`config.mk`:
```
export PLATFORM = sky130hd
export DESIGN_NAME = fetch_stage
export DESIGN_NICKNAME = d
export VERILOG_FILES = /design/src/rtl/fetch_stage.sv
export SDC_FILE = /design/constraint.sdc
export NUM_CORES = 1
export LEC_CHECK = 0
export CAP_MARGIN = 0
export CORE_MARGIN = 2
export CORE_UTILIZATION = 35
export DETAILED_ROUTE_END_ITERATION = 7
export PLACE_DENSITY_LB_ADDON = 0.25
export SYNTH_ARGS = -nofsm -noshare
export SYNTH_HDL_FRONTEND = slang
export SYNTH_SLANG_ARGS = --single-unit
```
`constraint.sdc`:
```
create_clock -name clk -period 2.2 [get_ports clk]
set_input_delay 0.66 -clock clk [delete_from_list [all_inputs] [get_ports clk]]
set_output_delay 0.66 -clock clk [all_outputs]
set_load 0.05 [all_outputs]
```
`src/rtl/fetch_stage.sv`:
```
// Instruction fetch front end: PC, synchronous imem read issue, prefetch FIFO toward decode,
// and redirect handling for branches/jumps.
module fetch_stage #(
  parameter int unsigned PC_W     = 8,
  parameter int unsigned INSN_W   = 8,
  parameter int unsigned DEPTH    = 4,
  parameter int unsigned RESET_PC = 0
) (
  input  logic              clk,
  input  logic              rst_n,
  output logic              imem_rd,
  output logic [PC_W-1:0]   imem_addr,
  input  logic [INSN_W-1:0] imem_rdata,
  output logic              insn_valid,
  input  logic              insn_ready,
  output logic [INSN_W-1:0] insn,
  output logic [PC_W-1:0]   insn_pc,
  input  logic              redirect_valid,
  input  logic [PC_W-1:0]   redirect_pc
);

  localparam int unsigned PTR_W = (DEPTH > 1) ? $clog2(DEPTH) : 1;
  localparam int unsigned CNT_W = $clog2(DEPTH + 1);
  localparam int unsigned SUM_W = CNT_W + 1;

  typedef enum logic [1:0] {BOOT, RUN, FLUSH} state_e;

  typedef struct packed {
    logic [PC_W-1:0]   pc;
    logic [INSN_W-1:0] insn;
  } entry_t;

  state_e             state_q, state_d;
  logic [PC_W-1:0]    pc_q, pc_d;
  logic [PC_W-1:0]    infl_pc_q, infl_pc_d;
  logic               inflight_q, inflight_d;
  logic [CNT_W-1:0]   count_q, count_d;
  logic [PTR_W-1:0]   wr_ptr_q, wr_ptr_d;
  logic [PTR_W-1:0]   rd_ptr_q, rd_ptr_d;
  entry_t             fifo_q [DEPTH];
  entry_t             head;
  logic               credit_c, issue_c, push_c, pop_c;

  // Next-state: redirect overrides issue, push and pop in the same cycle.
  always_comb begin
    credit_c   = (SUM_W'(count_q) + SUM_W'(inflight_q)) < SUM_W'(DEPTH);
    issue_c    = (state_q == RUN) && !redirect_valid && credit_c;
    push_c     = inflight_q && !redirect_valid;
    pop_c      = (count_q != '0) && insn_ready && !redirect_valid;

    state_d    = state_q;
    pc_d       = pc_q;
    infl_pc_d  = infl_pc_q;
    inflight_d = issue_c;
    count_d    = count_q + CNT_W'(push_c) - CNT_W'(pop_c);
    wr_ptr_d   = wr_ptr_q;
    rd_ptr_d   = rd_ptr_q;

    case (state_q)
      BOOT:    state_d = RUN;
      RUN:     state_d = RUN;
      FLUSH:   state_d = RUN;
      default: state_d = BOOT;
    endcase

    if (issue_c) begin
      pc_d      = pc_q + PC_W'(1);
      infl_pc_d = pc_q;
    end
    if (push_c)
      wr_ptr_d = (wr_ptr_q == PTR_W'(DEPTH - 1)) ? '0 : wr_ptr_q + PTR_W'(1);
    if (pop_c)
      rd_ptr_d = (rd_ptr_q == PTR_W'(DEPTH - 1)) ? '0 : rd_ptr_q + PTR_W'(1);

    if (redirect_valid) begin
      state_d  = FLUSH;
      pc_d     = redirect_pc;
      count_d  = '0;
      wr_ptr_d = '0;
      rd_ptr_d = '0;
    end
  end

  always_ff @(posedge clk or negedge rst_n) begin
    if (!rst_n) begin
      state_q    <= BOOT;
      pc_q       <= PC_W'(RESET_PC);
      infl_pc_q  <= '0;
      inflight_q <= 1'b0;
      count_q    <= '0;
      wr_ptr_q   <= '0;
      rd_ptr_q   <= '0;
    end else begin
      state_q    <= state_d;
      pc_q       <= pc_d;
      infl_pc_q  <= infl_pc_d;
      inflight_q <= inflight_d;
      count_q    <= count_d;
      wr_ptr_q   <= wr_ptr_d;
      rd_ptr_q   <= rd_ptr_d;
    end
  end

  // Storage is cleared on reset so the head outputs read zero out of reset.
  always_ff @(posedge clk or negedge rst_n) begin
    if (!rst_n) begin
      for (int unsigned i = 0; i < DEPTH; i++) fifo_q[i] <= '0;
    end else if (push_c) begin
      fifo_q[wr_ptr_q] <= '{pc: infl_pc_q, insn: imem_rdata};
    end
  end

  assign head       = fifo_q[rd_ptr_q];
  assign imem_rd    = issue_c;
  assign imem_addr  = pc_q;
  assign insn_valid = (count_q != '0);
  assign insn       = head.insn;
  assign insn_pc    = head.pc;

  overflow_a: assert property (@(posedge clk) disable iff (!rst_n)
    !(push_c && !pop_c && (count_q == CNT_W'(DEPTH))));

endmodule

```
==> results of run 1 <==
==> kinds of logic after synthesis <==
| logic type | count (synthesis) | synth area share, % |
|---|---|---|
| fa+ha+maj | 10 | 3.279 |
| flops | 90 | 55.68 |
| compound gates | 22 | 3.340 |
| simple gates | 46 | 5.908 |
| mux | 89 | 29.20 |
| buf+inv | 19 | 2.165 |
| xor+xnor | 2 | 0.4331 |
==> critical path, delay by kind of cell, from the launching register on <==
family                     cells  cell delay [ns]
AOI/OAI and AO/OA              1             0.14
adders and majority gates      1             0.19
buffers and inverters          2             0.25
DFF                            1             0.40
and+or+nand+nor                2             0.47
==> routing by layer <==
metal	track usage, %	routed length, um	part of all wire, %
met3	4.464	343	4.1
met1	18.49	3849	46
met2	23.46	4019	49
met5	0	0	0
met4	3.457	73	0.88
==> stage by stage <==
| stage | hold WS [ns] | cell area, um2 | std cells | TNS [ns] | power (W) |
|---|---|---|---|---|---|
| floorplan | 0.3644 | 4059 | 278 | -0.04052 | 0.003449 |
| global placement | 0.4575 | 4792 | 472 | -0.7352 | 0.004024 |
| detailed placement | 0.4575 | 4792 | 472 | -0.8503 | 0.004059 |
| CTS | 0.09092 | 5308 | 505 | -2.557 | 0.005834 |
| global route | 0.08779 | 5369 | 505 | -3.128 | 0.006063 |
| finish | 0.1052 | 5369 | 505 | -1.930 | 0.005791 |
==> where the power goes <==
group,leakage [nW],total (W),internal (W),switching [W]
combinational,1.14,0.00216,0.000999,0.00116
sequential,1.17,0.00211,0.00192,0.000195
clock,0.140,0.00152,0.000901,0.000624
==> sequential cells by signal, indices dropped and copies added (netlist names) <==
register / cells
rd_ptr_q: 2
inflight_q: 1
count_q: 3
infl_pc_q: 8
state_q: 2
wr_ptr_q: 2
fifo_q: 64
imem_addr: 8
==> final cells by class <==
class	instances	area [um2]
well taps	143	178.9
flip-flops and latches	90	2253
repair buffers	81	868.3
fillers	1019	6001
inverters	7	30.03
clock buffers	10	239.0
clock inverters	5	55.05
multi-input cells	169	1744
==> worst max path at each step <==
| stage | to | slack, ns |
|---|---|---|
| 2_1_floorplan | count_q[2]$_DFF_PN0_ | -0.03 |
| 3_3_place_gp | count_q[2]$_DFF_PN0_ | -0.31 |
| 3_5_place_dp | count_q[2]$_DFF_PN0_ | -0.36 |
| 4_1_cts | imem_rd | -0.27 |
| 5_1_grt | imem_rd | -0.32 |
| 6_report | imem_rd | -0.25 |
==> timing repair <==
item,4_1_cts,5_1_grt
setup buffers,17,1
gates cloned,1,0
setup endpoints to repair,18,20
endpoints found under the hold margin,0,0
pin swaps,6,6
gates resized for setup,20,15
==> placed cells by master (no fill, tap or decap), types with 2 or more instances in the layout <==
cell type / instances
clkinvlp_4: 3
and2_1: 2
buf_12: 8
nand3_1: 4
o211ai_1: 2
clkinv_2: 2
inv_1: 6
nand4_1: 3
dfrtp_1: 89
clkbuf_16: 10
mux4_2: 16
buf_6: 26
a31oi_1: 6
buf_4: 28
clkdlybuf4s50_1: 18
o21ai_0: 7
a21oi_1: 3
or3_1: 7
or3_4: 2
ha_1: 8
mux2_2: 72
nor2b_1: 3
nand2_1: 9
nor2_1: 11
xnor2_1: 2
==> out/results.tsv, run 1 <==
stage	metric	value	unit
sta	final.setup.worst_slack	-0.2538	ns
drt	drc	0	
setup_path	critPathMaxFanout	2	
cts	clock-sinks	90	
setup_path	end_kind	output pin	
global_route	grt_use_total	14.23	%
synth	synthMostInstantiatedCell	dfrtp_1	
global_route	grt_pass1_vias	2731	
drt	dr.pass1.iters	4	
synth	yosys.area.top_type	dfrtp_1	
place	gp_congestion	0.8151	
cts	cts_buffer_depth	2	
sta	hold_viol_final	0	
floorplan	start_util	35.58	%
floorplan	die_area	12430	um2
setup_path	rr_worst_depth	15	
floorplan	ios	46	
setup_path	crit_type	reg2out	
finish	num-nets-final	388	
global_route	grt_first_pass_wirelength	13990	um
status	status	complete, but fails checks	
run	maxCapViolations	0	
synth	synth_ff_type	dfrtp_1	
global_route	grt.overflow.total	0	
cts	ctsHoldBuffers	0	
finish	n_antenna_cell	0	
setup_path	slowest_stage	dfrtp_1	
sta	post-route-min-period	2.454	ns
synth	yosys_register_bits	90	
place	pre_cts_slack	-0.3590	ns
hold_path	hold_class	in2async	
setup_path	critPathLaunch	count_q[2]$_DFF_PN0_	
setup_path	worstPathRequired	1.54	ns
synth	synth.distinct_cells	30	
sta	relSlewSlack	69.05	%
cts	cts_tree	done	
drt	vias_per_cell	5.081	
sta	setup_violations	18	
sta	fmax	0.4075	GHz
drt	dr_total_vias	2566	
cts	insertion_delay	0.34	ns
setup_path	r2r_end	imem_addr[1]$_DFFE_PN0P_	
status	violations	negative setup slack	
setup_path	path_cells	ha_2 -> or3_4 -> o211ai_1 -> nand3_2 -> clkinvlp_4 -> buf_12	
global_route	antenna_found_initial	0	
setup_path	worst_path_largest_cell_delay	0.40	ns
pwr	total_leakage_power	2.454	nW
cts	clkTransAtPathRegs	0.06	ns
synth	syn_area_per_cell	14.55	um2
synth	syn_area	4045	um2
cts	root_buffer	clkbuf_16	
drt	drt_iter0_drc	93	
setup_path	r2r_slack	-0.05	ns
floorplan	die_y	111.5	um
setup_path	r2r_start	count_q[2]$_DFF_PN0_	
synth	synthArstFlopShare	100.0	%
synth	yosysTopAreaCellShare	55.68	%
sta	finalMaxSlewViolations	0	
setup_path	start_kind	register	
setup_path	worstPathArrival	1.79	ns
pwr	ir_drop	0.6493	mV
floorplan	core_area	11370	um2
synth	synthTopCellsByArea	dfrtp_1 (56%), mux2_2 (20%), mux4_2 (8.9%)	
floorplan	chipWidth	111.5	um
floorplan	fp-row-count	39	
cts	numCtsBuffers	9	
drt	wl	8286	um
synth	synthTopCellsByCount	dfrtp_1 (90), mux2_2 (72), mux4_2 (16)	
synth	synth_edf_count	0	
sta	tightestPinTransition	0.4643	ns
finish	final_util	47.22	%
sta	post-route-period-util	111.5	%
synth	yosysSeqAreaShare	55.68	%
drt	wl_per_cell	16.41	um
finish	syn2layout_area_growth	32.73	%
drt	ant_nets	0	
synth	synth_warnings	0	
cts	htreeDepth	3	
sta	finalClockSkew	0.005240	ns
global_route	grt_max_degree	55	
place	io_buffers	45	
finish	drive_above_1_share	48.90	%
place	dp_hpwl	5233	um
synth	syn_inst	278	
sta	rsz0062_at_grt	yes	
pwr	powerDensity	1079	nW/um2
synth	syn_nets	308	
Note: power is estimated with default switching activity, not from simulation.
==> run 2, diff against run 1 <==
--- a/config.mk
+++ b/config.mk
@@ -10,6 +10,7 @@
 export CORE_UTILIZATION = 35
 export DETAILED_ROUTE_END_ITERATION = 7
 export PLACE_DENSITY_LB_ADDON = 0.25
+export SETUP_SLACK_MARGIN = 0.05
 export SYNTH_ARGS = -nofsm -noshare
 export SYNTH_HDL_FRONTEND = slang
 export SYNTH_SLANG_ARGS = --single-unit
==> run 2 against run 1 <==
The run still ends with negative setup slack left. Via count down 0.66%. Worst setup slack got worse by 0.010 ns. Power grew 0.98%. Critical endpoint unchanged. Maximum frequency fell by 0.42%. Largest cell class unchanged. Utilization shrank 0.24 points. Non-clock buffer count is 3 higher. Highest routed layer unchanged.
==> out/results.tsv, run 2 (same netlist as run 1, synthesis figures left out) <==
stage	metric	value	unit
sta	relSlewSlack	64.25	%
cts	root_buffer	clkbuf_16	
drt	drt_iter0_drc	56	
setup_path	path_cells	ha_2 -> or3_4 -> o211ai_1 -> nand3_2 -> clkinvlp_4 -> buf_12	
sta	rsz0062_at_grt	yes	
place	place_area	4820	um2
pwr	total_leakage_power	2.453	nW
place	dp_hpwl	5555	um
cts	cts_buffer_depth	2	
finish	final_common_cell	dfrtp_1	
floorplan	die_y	111.5	um
floorplan	ios	46	
finish	n_antenna_cell	0	
setup_path	start_kind	register	
cts	numCtsBuffers	9	
hold_path	hold_class	in2async	
drt	dr.pass1.iters	4	
finish	final_util	46.98	%
global_route	grt_use_total	14.86	%
finish	n_fill_cell	1019	
status	violations	negative setup slack	
sta	finalMaxSlewViolations	0	
finish	design_area	5341	um2
finish	regMostFlops	fifo_q	
drt	wl_per_cell	16.65	um
place	gp_congestion	0.7984	
setup_path	critPathMaxFanout	3	
pwr	ir_drop	0.5265	mV
global_route	grt_max_degree	41	
cts	clkTransAtPathRegs	0.06	ns
cts	insertion_delay	0.34	ns
sta	setup_violations	19	
status	status	complete, but fails checks	
pwr	powerDensity	1095	nW/um2
setup_path	slowest_stage	dfrtp_1	
finish	drive_above_1_share	48.77	%
sta	final.setup.worst_slack	-0.2641	ns
setup_path	worstPathRequired	1.54	ns
global_route	grt_pass1_vias	2716	
setup_path	crit_type	reg2out	
floorplan	core_area	11370	um2
sta	tightestPinTransition	0.5363	ns
place	io_buffers	45	
finish	final_cell_mix	dfrtp_1 (89), mux2_2 (72), buf_4 (39)	
global_route	antenna_found_initial	0	
run	maxCapViolations	0	
sta	post-route-period-util	112.0	%
sta	hold_ws	0.3069	ns
sta	hold_viol_final	0	
finish	largest_register_ff_count	64	
finish	num-nets-final	391	
drt	wl	8460	um
setup_path	end_kind	output pin	
floorplan	die_area	12430	um2
setup_path	path_delay_family	simple AND/OR/NAND/NOR gates	
setup_path	worst_path_largest_cell_delay	0.39	ns
sta	post-route-min-period	2.464	ns
floorplan	chipWidth	111.5	um
drt	drc	0	
sta	fmax	0.4058	GHz
drt	vias_per_cell	5.018	
floorplan	start_util	35.58	%
cts	htreeDepth	3	
drt	dr_total_vias	2549	
sta	finalClockSkew	0.005861	ns
global_route	grt.overflow.total	0	
global_route	grt_first_pass_wirelength	14310	um
setup_path	crit_buf_inv	2	
cts	ctsHoldBuffers	0	
floorplan	fp-row-count	39	
finish	syn2layout_area_growth	32.04	%
cts	cts_tree	done	
drt	ant_nets	0	
cts	clock-sinks	90	
setup_path	worstPathArrival	1.80	ns
-- run 2: layout make-up --
class / instances / area [um2] / area share, %
clock inverters: 4 / 51.30 / 0.9604
well taps: 143 / 178.9 / 3.350
multi-input cells: 169 / 1723 / 32.26
clock buffers: 11 / 252.7 / 4.732
repair buffers: 84 / 852.1 / 15.95
inverters: 7 / 30.03 / 0.5622
flip-flops and latches: 90 / 2253 / 42.19
-- run 2: stage by stage --
step           total power, W  worst slack [ns]    TNS, ns  std cells
2_1_floorplan        0.003455         -0.007923  -0.007923        278
3_3_place_gp         0.004041           -0.3314    -0.9816        477
3_5_place_dp         0.004073           -0.4326     -1.695        477
4_1_cts              0.005913           -0.2683     -3.040        511
5_1_grt              0.006130           -0.3318     -3.198        508
6_report             0.005848           -0.2641     -2.182        508
-- run 2: power breakdown --
part           switching, W  internal [W]
clock              0.000630      0.000936
sequential         0.000205       0.00192
combinational       0.00115       0.00101
-- run 2: path summary, 6_finish.rpt --
check                                      from                      end  slack (ns)  cells after the start
min in group clk           state_q[0]$_DFF_PN0_     state_q[0]$_DFF_PN0_        0.49                      1
hold / removal                            rst_n  wr_ptr_q[0]$_DFFE_PN0P_        0.31                      1
setup / recovery           count_q[1]$_DFF_PN0_                  imem_rd       -0.26                      6
hold reg to reg            state_q[0]$_DFF_PN0_     state_q[0]$_DFF_PN0_        0.49                      1
max in group asynchronous                 rst_n   fifo_q[18]$_DFFE_PN0P_        1.33                      2
setup reg to reg           count_q[1]$_DFF_PN0_     count_q[1]$_DFF_PN0_       -0.10                     11
-- run 2: timing repair --
action | CTS | global route
setup endpoints to repair | 19 | 21
gates resized for setup | 21 | 3
pin swaps | 7 | 5
buffers inserted | 18 | 2
cloned | 1 | 0
-- run 2: worst register-to-register path, stage by stage, from the launching register on --
cell	delay, ns
dfrtp_1	0.39
buf_4	0.15
buf_4	0.13
or3_4	0.35
nand2_2	0.09
nor2_1	0.04
ha_1	0.27
inv_1	0.06
ha_1	0.13
inv_1	0.05
fa_2	0.51
nor2_1	0.04
-- run 2: metal layers --
metal,track usage [%],share of wire (%),vias to the layer above
met2,24.27,49,44
met4,5.926,1.6,0
met3,3.375,3.2,10
met1,19.34,47,1303
met5,0,0,-
li1,-,-,1192
==> run 3, diff against run 2 <==
--- a/config.mk
+++ b/config.mk
@@ -5,10 +5,12 @@
 export SDC_FILE = /design/constraint.sdc
 export NUM_CORES = 1
 export LEC_CHECK = 0
+export ABC_AREA = 1
 export CAP_MARGIN = 0
 export CORE_MARGIN = 2
 export CORE_UTILIZATION = 35
 export DETAILED_ROUTE_END_ITERATION = 7
+export HOLD_SLACK_MARGIN = 0.08
 export PLACE_DENSITY_LB_ADDON = 0.25
 export SETUP_SLACK_MARGIN = 0.05
 export SYNTH_ARGS = -nofsm -noshare
==> run 3 against run 2 <==
The flow now finishes without violations. Highest routed layer unchanged. Die area increased by 5.0%. First-iteration DRC count rose to 3.8 times the previous value. Sequential power increased by 2%. Register-to-register slack gained 0.34 ns. Clock power about the same. Design area is 4.8% higher. Routed wire length increased by 19%.
==> out/results.tsv, run 3 <==
stage	metric	value	unit
drt	dr_total_vias	3435	
finish	multi_input_area	1897	um2
finish	largest_register_ff_count	64	
floorplan	fp-row-count	40	
sta	relSlewSlack	72.79	%
setup_path	start_kind	register	
finish	n_antenna_cell	0	
global_route	grt_max_degree	36	
synth	synthTopCellsByArea	dfrtp_1 (53%), nand2_1 (9.8%), o21ai_1 (7.8%)	
sta	final.setup.worst_slack	0.05072	ns
setup_path	worstPathArrival	1.49	ns
floorplan	ios	46	
floorplan	die_y	114.3	um
drt	vias_per_cell	4.893	
global_route	grt_use_total	15.88	%
cts	insertion_delay	0.34	ns
place	place_area	4916	um2
drt	drc	0	
sta	post-route-min-period	2.149	ns
setup_path	end_kind	output pin	
global_route	grt_pass1_vias	3257	
synth	synth.distinct_cells	26	
finish	design_area	5597	um2
pwr	total_leakage_power	2.712	nW
setup_path	r2r_slack	0.24	ns
finish	final_cell_mix	nand2_1 (110), dfrtp_1 (88), o21ai_1 (86)	
pwr	ir_drop	0.5119	mV
synth	syn_area	4257	um2
drt	wl_per_cell	14.40	um
cts	clkTransAtPathRegs	0.06	ns
sta	tightestPinTransition	0.4081	ns
finish	regMostFlops	fifo_q	
place	dp_hpwl	6428	um
synth	yosysSeqAreaShare	52.91	%
synth	syn_nets	512	
cts	root_buffer	clkbuf_16	
setup_path	r2r_end	count_q[1]$_DFF_PN0_	
synth	synth_ff_type	dfrtp_1	
drt	dr.pass1.iters	4	
place	pre_cts_slack	-0.4892	ns
cts	cts_buffer_depth	2	
synth	synthTopCellsByCount	nand2_1 (111), dfrtp_1 (90), o21ai_1 (66)	
sta	finalClockSkew	0.006263	ns
sta	fmax	0.4653	GHz
synth	synth_edf_count	0	
floorplan	chipWidth	114.3	um
setup_path	r2r_start	count_q[1]$_DFF_PN0_	
sta	finalMaxSlewViolations	0	
synth	yosysTopAreaCellShare	52.91	%
synth	synth_warnings	0	
floorplan	die_area	13060	um2
cts	clock-sinks	90	
sta	hold_viol_final	0	
drt	wl	10110	um
hold_path	hold_class	in2async	
setup_path	worstPathRequired	1.54	ns
global_route	antenna_found_initial	0	
setup_path	crit_type	reg2out	
sta	setup_violations	0	
place	gp_congestion	0.7673	
global_route	grt.overflow.total	0	
sta	post-route-period-util	97.69	%
pwr	powerDensity	1262	nW/um2
synth	syn_inst	482	
status	status	finished clean	
sta	rsz0062_at_grt	yes	
synth	synthMostInstantiatedCell	nand2_1	
finish	drive_above_1_share	27.03	%
drt	ant_nets	0	
place	io_buffers	45	
cts	htreeDepth	3	
finish	final-seq-area	2255	um2
finish	num-nets-final	580	
finish	n_fill_cell	1130	
floorplan	start_util	35.59	%
run	maxCapViolations	0	
setup_path	critPathMaxFanout	6	
floorplan	core_area	11960	um2
finish	final_common_cell	nand2_1	
setup_path	rr_worst_depth	10	
synth	yosys_register_bits	90	
finish	syn2layout_area_growth	31.48	%
global_route	grt_first_pass_wirelength	16320	um
cts	numCtsBuffers	9	
cts	cts_tree	done	
synth	yosys.area.top_type	dfrtp_1	
drt	drt_iter0_drc	213	
synth	syn_area_per_cell	8.831	um2
synth	synthArstFlopShare	100.0	%
==> run 3: cell count changes after synthesis, moves of 9 or more <==
cell	previous run	this run
mux2_2	72	0
nand2_1	10	111
inv_1	7	35
o22ai_1	0	16
or3_1	9	0
nor2_1	11	43
mux4_2	16	0
nand3_1	4	17
o21ai_0	7	39
o21ai_1	0	66
==> run 3: cell type report <==
| cell class | count | area share, % |
|---|---|---|
| sequential | 90 | 40.29 |
| multi-input combinational | 331 | 33.89 |
| timing repair buffer | 81 | 14.53 |
| clock buffer | 10 | 4.270 |
| tap | 147 | 3.286 |
| inverter | 37 | 2.571 |
| clock inverter | 6 | 1.163 |
==> run 3: what timing repair did <==
action	CTS	global route
cloned	0	3
resized for setup	23	77
pin swaps	3	15
setup buffers	7	7
setup endpoints to repair	18	27
hold buffers	0	0
==> run 3: through the flow <==
step / hold slack, ns / instances / total power (W) / util (%) / TNS [ns]
2_1_floorplan: 0.3644 / 482 / 0.004191 / - / 0
3_3_place_gp: 0.4525 / 669 / 0.005006 / 41.10 / -1.253
3_5_place_dp: 0.4546 / 669 / 0.005048 / 41.10 / -1.606
4_1_cts: 0.2545 / 692 / 0.006758 / 44.51 / 0
5_1_grt: 0.2699 / 702 / 0.007436 / 46.79 / -0.03062
6_report: 0.2543 / 702 / 0.007061 / 46.79 / 0
==> run 3: power by group <==
| group | total (W) | switching (W) | internal [W] |
|---|---|---|---|
| Clock | 0.00155 | 0.000635 | 0.000913 |
| Combinational | 0.00336 | 0.00208 | 0.00128 |
| Sequential | 0.00216 | 0.000205 | 0.00195 |
| Total | 0.00706 | 0.00292 | 0.00414 |
==> run 3: cell families (layout without fill, tap and decap cells) <==
group                    count (synthesis)  count (layout)  share of synthesized area, %
buffers and inverters                   61             134                         7.437
flip-flops                              90              90                         52.91
AND/OR/NAND/NOR                        191             191                         20.19
AO/OA/AOI/OAI                          130             130                         16.34
adder cells (fa/ha/maj)                 10              10                         3.116
==> run 3: routing by layer <==
metal | track usage [%] | routed length [um] | share of wire [%] | vias to the layer above
met5 | 0 | 0 | 0 | -
li1 | - | - | - | 1723
met3 | 4.447 | 411 | 4.1 | 15
met2 | 25.32 | 4849 | 48 | 79
met1 | 21.20 | 4682 | 46 | 1618
met4 | 4.634 | 163 | 1.6 | 0
==> run 3: how the worst max path moves through the flow <==
stage,from,end,cells after the start
3_3_place_gp,redirect_valid,count_q[2]$_DFF_PN0_,11
5_1_grt,rd_ptr_q[1]$_DFFE_PN0P_,insn_pc[1],5
4_1_cts,rd_ptr_q[0]$_DFFE_PN0P_,insn_pc[4],5
3_5_place_dp,redirect_valid,count_q[2]$_DFF_PN0_,11
6_report,rd_ptr_q[0]$_DFFE_PN0P_,insn_pc[7],5
2_1_floorplan,redirect_valid,count_q[2]$_DFF_PN0_,9
==> run 3: worst max-delay path, stage by stage, from the launching register on <==
cell	delay (ns)
dfrtp_2	0.45
clkinv_4	0.11
buf_8	0.15
o21ai_2	0.06
o22ai_2	0.18
buf_6	0.19
